$ cat src/rtl/fc_vec_loader.sv
// ----------------------------------------------------------------------------
// fc_vec_loader
//
// Producer side of a fully-connected neuron layer. Activations arrive one per
// beat on a valid/ready stream and are assembled into the parallel array x that
// feeds the layer's combinational adder tree. Once a vector is complete, x is
// frozen for SETTLE cycles so the tree can settle. The layer output z is then
// captured and offered on a valid/ready result stream. Only one x buffer
// exists, so a new vector is not accepted until the result has been taken.
//
// Ports
//   clk      in   rising-edge clock
//   rst_n    in   asynchronous active-low reset
//   s_valid  in   activation beat valid
//   s_ready  out  block accepts an activation beat (state FILL)
//   s_data   in   activation value, WIDTH bits
//   s_last   in   final beat of the vector
//   x        out  registered activation array [0:IN-1], drives layer.x
//   z        in   layer result, RES_W bits, driven by layer.z
//   m_valid  out  result valid
//   m_ready  in   downstream accepts the result
//   m_data   out  captured result
//   len_err  out  one-cycle pulse: s_last did not line up with beat IN-1
// ----------------------------------------------------------------------------
module fc_vec_loader #(
  parameter int WIDTH  = 8,
  parameter int IN     = 128,
  parameter int RES_W  = 22,
  parameter int SETTLE = 2
) (
  input  logic             clk,
  input  logic             rst_n,
  input  logic             s_valid,
  output logic             s_ready,
  input  logic [WIDTH-1:0] s_data,
  input  logic             s_last,
  output logic [WIDTH-1:0] x [0:IN-1],
  input  logic [RES_W-1:0] z,
  output logic             m_valid,
  input  logic             m_ready,
  output logic [RES_W-1:0] m_data,
  output logic             len_err
);

  localparam int IDX_W = (IN > 1) ? $clog2(IN) : 1;
  localparam int CNT_W = (SETTLE > 1) ? $clog2(SETTLE) : 1;
  localparam logic [IDX_W-1:0] LAST_IDX = IDX_W'(IN - 1);
  localparam logic [CNT_W-1:0] CNT_INIT = CNT_W'(SETTLE - 1);

  typedef enum logic [1:0] {
    ST_FILL   = 2'd0,
    ST_SETTLE = 2'd1,
    ST_OUT    = 2'd2
  } state_t;

  state_t           r_state;
  state_t           w_state_nxt;
  logic [IDX_W-1:0] r_idx;
  logic [CNT_W-1:0] r_cnt;
  logic [WIDTH-1:0] r_x [0:IN-1];
  logic [RES_W-1:0] r_mdata;
  logic             r_mvalid;
  logic             r_len_err;

  logic             w_accept;
  logic             w_at_last;
  logic             w_final;
  logic             w_len_err;
  logic             w_capture;
  logic             w_release;

  // Next-state and per-cycle control decode.
  always_comb begin
    w_state_nxt = r_state;
    w_accept    = 1'b0;
    w_at_last   = (r_idx == LAST_IDX);
    w_final     = 1'b0;
    w_len_err   = 1'b0;
    w_capture   = 1'b0;
    w_release   = 1'b0;
    case (r_state)
      ST_FILL: begin
        if (s_valid) begin
          w_accept = 1'b1;
          // The vector closes on s_last or when the array is full, whichever
          // comes first; any disagreement between the two is a length error.
          w_final  = s_last || w_at_last;
          w_len_err = w_final && (s_last != w_at_last);
          if (w_final) begin
            w_state_nxt = ST_SETTLE;
          end
        end
      end
      ST_SETTLE: begin
        if (r_cnt == '0) begin
          w_capture   = 1'b1;
          w_state_nxt = ST_OUT;
        end
      end
      ST_OUT: begin
        if (m_ready) begin
          w_release   = 1'b1;
          w_state_nxt = ST_FILL;
        end
      end
      default: begin
        w_state_nxt = ST_FILL;
      end
    endcase
  end

  always_ff @(posedge clk or negedge rst_n) begin
    if (!rst_n) begin
      r_state <= ST_FILL;
    end else begin
      r_state <= w_state_nxt;
    end
  end

  // Control registers: beat index, settle counter, result valid, error pulse.
  always_ff @(posedge clk or negedge rst_n) begin
    if (!rst_n) begin
      r_idx     <= '0;
      r_cnt     <= '0;
      r_mvalid  <= 1'b0;
      r_len_err <= 1'b0;
    end else begin
      r_len_err <= w_len_err;

      // idx parks on the final beat's slot until the result is released,
      // so it never exceeds IN-1.
      if (w_accept && !w_final) begin
        r_idx <= r_idx + 1'b1;
      end else if (w_release) begin
        r_idx <= '0;
      end

      if (w_final) begin
        r_cnt <= CNT_INIT;
      end else if ((r_state == ST_SETTLE) && (r_cnt != '0)) begin
        r_cnt <= r_cnt - 1'b1;
      end

      if (w_capture) begin
        r_mvalid <= 1'b1;
      end else if (w_release) begin
        r_mvalid <= 1'b0;
      end
    end
  end

  // Datapath: activation array and captured result. The array is cleared on
  // release so that a short next vector sees zeros in its unwritten tail.
  always_ff @(posedge clk or negedge rst_n) begin
    if (!rst_n) begin
      for (int i = 0; i < IN; i++) begin
        r_x[i] <= '0;
      end
      r_mdata <= '0;
    end else begin
      for (int i = 0; i < IN; i++) begin
        if (w_release) begin
          r_x[i] <= '0;
        end else if (w_accept && (r_idx == IDX_W'(i))) begin
          r_x[i] <= s_data;
        end
      end
      if (w_capture) begin
        r_mdata <= z;
      end
    end
  end

  assign s_ready = (r_state == ST_FILL);
  assign x       = r_x;
  assign m_valid = r_mvalid;
  assign m_data  = r_mdata;
  assign len_err = r_len_err;

endmodule
$ cat config.mk
export PLATFORM = sky130hd
export DESIGN_NAME = fc_vec_loader
export DESIGN_NICKNAME = d
export VERILOG_FILES = /design/src/rtl/fc_vec_loader.sv
export SDC_FILE = /design/constraint.sdc
export NUM_CORES = 1
export LEC_CHECK = 0
export BUFFER_PORTS_ARGS = -buffer_cell sky130_fd_sc_hd__clkbuf_2
export CORE_AREA = 2 2 417 419
export CTS_CLUSTER_SIZE = 20
export DETAILED_ROUTE_END_ITERATION = 10
export DIE_AREA = 0 0 419 421
export PLACE_DENSITY = 0.41
export SLEW_MARGIN = 20
export SYNTH_ARGS = -nofsm -noshare
export SYNTH_HDL_FRONTEND = slang
export SYNTH_SLANG_ARGS = --single-unit
$ cat constraint.sdc
create_clock -name clk -period 7.2 [get_ports clk]
set_input_delay 1.44 -clock clk [delete_from_list [all_inputs] [get_ports clk]]
set_output_delay 1.44 -clock clk [all_outputs]
set_load 0.03 [all_outputs]
==> results.sh <==
export IMPL_coreArea_um2=172000
export IMPL_port_buffers=1083
export IMPL_vias=32722
export IMPL_max_vdd_ir_drop_v=0.000243
export IMPL_antenna_found_initial=4
export IMPL_place_congestion=0.842
export IMPL_cts_hold_buffers=0
export IMPL_p_per_area_nw_per_um2=293
export IMPL_worstPathRequired_ns=5.76
export IMPL_grt_start_max_net_pins=204
export IMPL_reg2reg_from="r_state[1]"
export IMPL_synth_cell_types=40
export IMPL_design_area_um2=51900
export IMPL_final_cell_mix="nand3_1 (1127), clkbuf_2 (1082), dfrtp_1 (1058), o21ai_0 (1028), clkbuf_16 (135)"
export IMPL_dpl_hpwl_mm=118
export IMPL_switching_share=0.311
export IMPL_cts_resized=0
export IMPL_maxClockFrequency_ghz=0.276
export IMPL_cts_sinks=1058
export IMPL_wl_per_cell_um=25.5
export IMPL_cts_root_buf="clkbuf_16"
export IMPL_hold_path_class="reg2reg"
export IMPL_syn_avg_cell_area_um2=10.8
export IMPL_start_kind="flip-flop"
export IMPL_grt_pass1_vias=31690
export IMPL_async_flop_share=1.00
export IMPL_cap_violations=0
export IMPL_dpl_cell_count=6804
export IMPL_worst_endpoint_arrival_ns=2.19
export IMPL_syn_inst=3737
export IMPL_crit_path_max_fanout=15
export IMPL_gr_total_overflow=0
export IMPL_worstMarginPinSlew_ns=1.13
export IMPL_slew_headroom=0.248
export IMPL_finalWorstPathRequiredPeriod_ns=3.63
export IMPL_pwr_share_seq=0.417
export IMPL_cts_clk_slew_worst_paths_ns=0.06
export IMPL_synthesis_nets=3777
export IMPL_grt_pass1_wl_mm=254
export IMPL_cts_buffers=130
export IMPL_final_nets=4651
export IMPL_critPathKind="reg2out"
export IMPL_die_h_um=421
export IMPL_h_tree_depth=4
export IMPL_cts_tree="built"
export IMPL_synth_edf_count=0
export IMPL_ys_warn_count=0
export IMPL_tns_ns=0
export IMPL_die_area_um2=176000
export IMPL_drive_above_1_share=0.302
export IMPL_yosysSeqAreaShare=0.658
export IMPL_drt_wl_total_mm=180
export IMPL_areaGrowthSynthToFinish_pct=29.0
export IMPL_drcViolationCount=0
export IMPL_min_delay_start="m_valid"
export IMPL_total_leakage_power_nw=24.9
export IMPL_fin_crit_sh=0.504
export IMPL_fp_dieW_um=419
export IMPL_grt_usage=0.200
export IMPL_status="finished, final reports clean"
export IMPL_fin_cells=7037
export IMPL_syn_area_um2=40200
export IMPL_ys_seq_elements=1058
export IMPL_hold_viol=0
export IMPL_post_cts_repair_setup_buffers=0
export IMPL_place_area_um2=47600
export IMPL_setup_viol=0
export IMPL_internal_power_w=0.0105
export IMPL_fillers=18124
export IMPL_worstSetupStartpoint="r_state[1]"
export IMPL_end_kind="output pin"
export IMPL_first_iter_violations=2553
export IMPL_start_util=0.233
export IMPL_ys_flop_type="dfrtp_1"
export IMPL_insertion_delay_ns=0.79
export IMPL_cts_max_path_buffers=3
export IMPL_viasPerCell=4.65
export IMPL_slew_viol_final=0
export IMPL_rsz0062_at_grt="no"
export IMPL_rows=153
export IMPL_firstDrtPassIters=7
export IMPL_layout_commonest_cell="nand3_1"
export IMPL_clkPwrFrac=0.435
export IMPL_combPwrFrac=0.148
export IMPL_p_sw_w=0.00473
export IMPL_route_antenna_remaining_nets=0
export IMPL_fin_skew_ns=0.0294
export IMPL_io_pins=1084
-- registers in the layout, indices dropped and copies added, names as in the netlist --
name and cells:
m_data 22, r_state 2, m_valid 1, r_cnt 1
r_idx 7, len_err 1, x 1024
-- final cells by class --
class | count | area [um2] | area share
repair buffers | 1144 | 6100 | 0.118
clock buffers | 185 | 3800 | 0.0731
flip-flops and latches | 1058 | 26500 | 0.510
inverters | 5 | 18.8 | 0.000362
clock inverters | 44 | 472 | 0.00909
diodes | 4 | 10.0 | 0.000193
multi-input cells | 2272 | 12100 | 0.234
well taps | 2325 | 2910 | 0.0560
-- path summary, 6_finish.rpt --
path / slack, ns / to / depth (start not counted)
min in group asynchronous: 0.66 / x[968] / 1
setup / recovery: 3.57 / s_ready / 2
setup reg to reg: 3.63 / x[923] / 5
hold reg to reg: 0.48 / m_valid / 1
max in group asynchronous: 4.76 / x[477] / 3
hold / removal: 0.48 / m_valid / 1
-- kinds of logic after synthesis --
family,after synthesis,share of synthesized area
AOI/OAI and AO/OA,1042,0.130
adders and majority gates,5,0.00155
buffers and inverters,407,0.0432
DFF,1058,0.658
muxes,22,0.00616
and+or+nand+nor,1203,0.161
-- synth_stat cells (all sizes together), types with 2 or more instances --
master | n | share of area
nand3 | 1154 | 0.15
dfrtp | 1058 | 0.66
o21ai | 1033 | 0.13
clkbuf | 244 | 0.023
buf | 158 | 0.020
mux2 | 22 | 0.0062
nand2 | 13 | 0.0012
nor3b | 8 | 0.0030
and3b | 6 | 0.0013
ha | 5 | 0.0016
inv | 5 | 0.00047
and2 | 4 | 0.00062
nor2 | 4 | 0.00037
and3 | 3 | 0.00047
a21oi | 2 | 0.00025
a31oi | 2 | 0.00031
nor3 | 2 | 0.00037
nor4b | 2 | 0.0012
nor4bb | 2 | 0.00050
-- power groups by stage --
stage	Combinational (W)	Clock [W]	Sequential, W
after global routing	0.00241	0.00707	0.00637
after global placement	0.00232	0	0.00644
after floorplan	0.000856	0	0.00681
final	0.00226	0.00663	0.00634
after detailed placement	0.00232	0	0.00645
after CTS	0.00233	0.00684	0.00634
-- metrics by stage --
step                      total power, W   util  hold slack [ns]  worst slack (ns)
final                             0.0152  0.301            0.481              3.57
after global routing              0.0158  0.301            0.514              3.38
after CTS                         0.0155  0.301            0.484              3.46
after detailed placement         0.00877  0.276            0.470              3.14
after global placement           0.00875  0.276            0.464              3.16
after floorplan                  0.00766      -            0.531              4.46
-- critical path, cell delays in order (launching register included) --
cell and delay (ns):
dfrtp_1 0.92, nor2_1 0.20, clkbuf_2 0.29
-- layer usage --
metal,GRT usage,part of all wire
met5,0,0
met2,0.333,0.49
met3,0.0580,0.069
met4,0.0717,0.036
met1,0.243,0.41
Note: power is estimated with default switching activity, not from simulation.
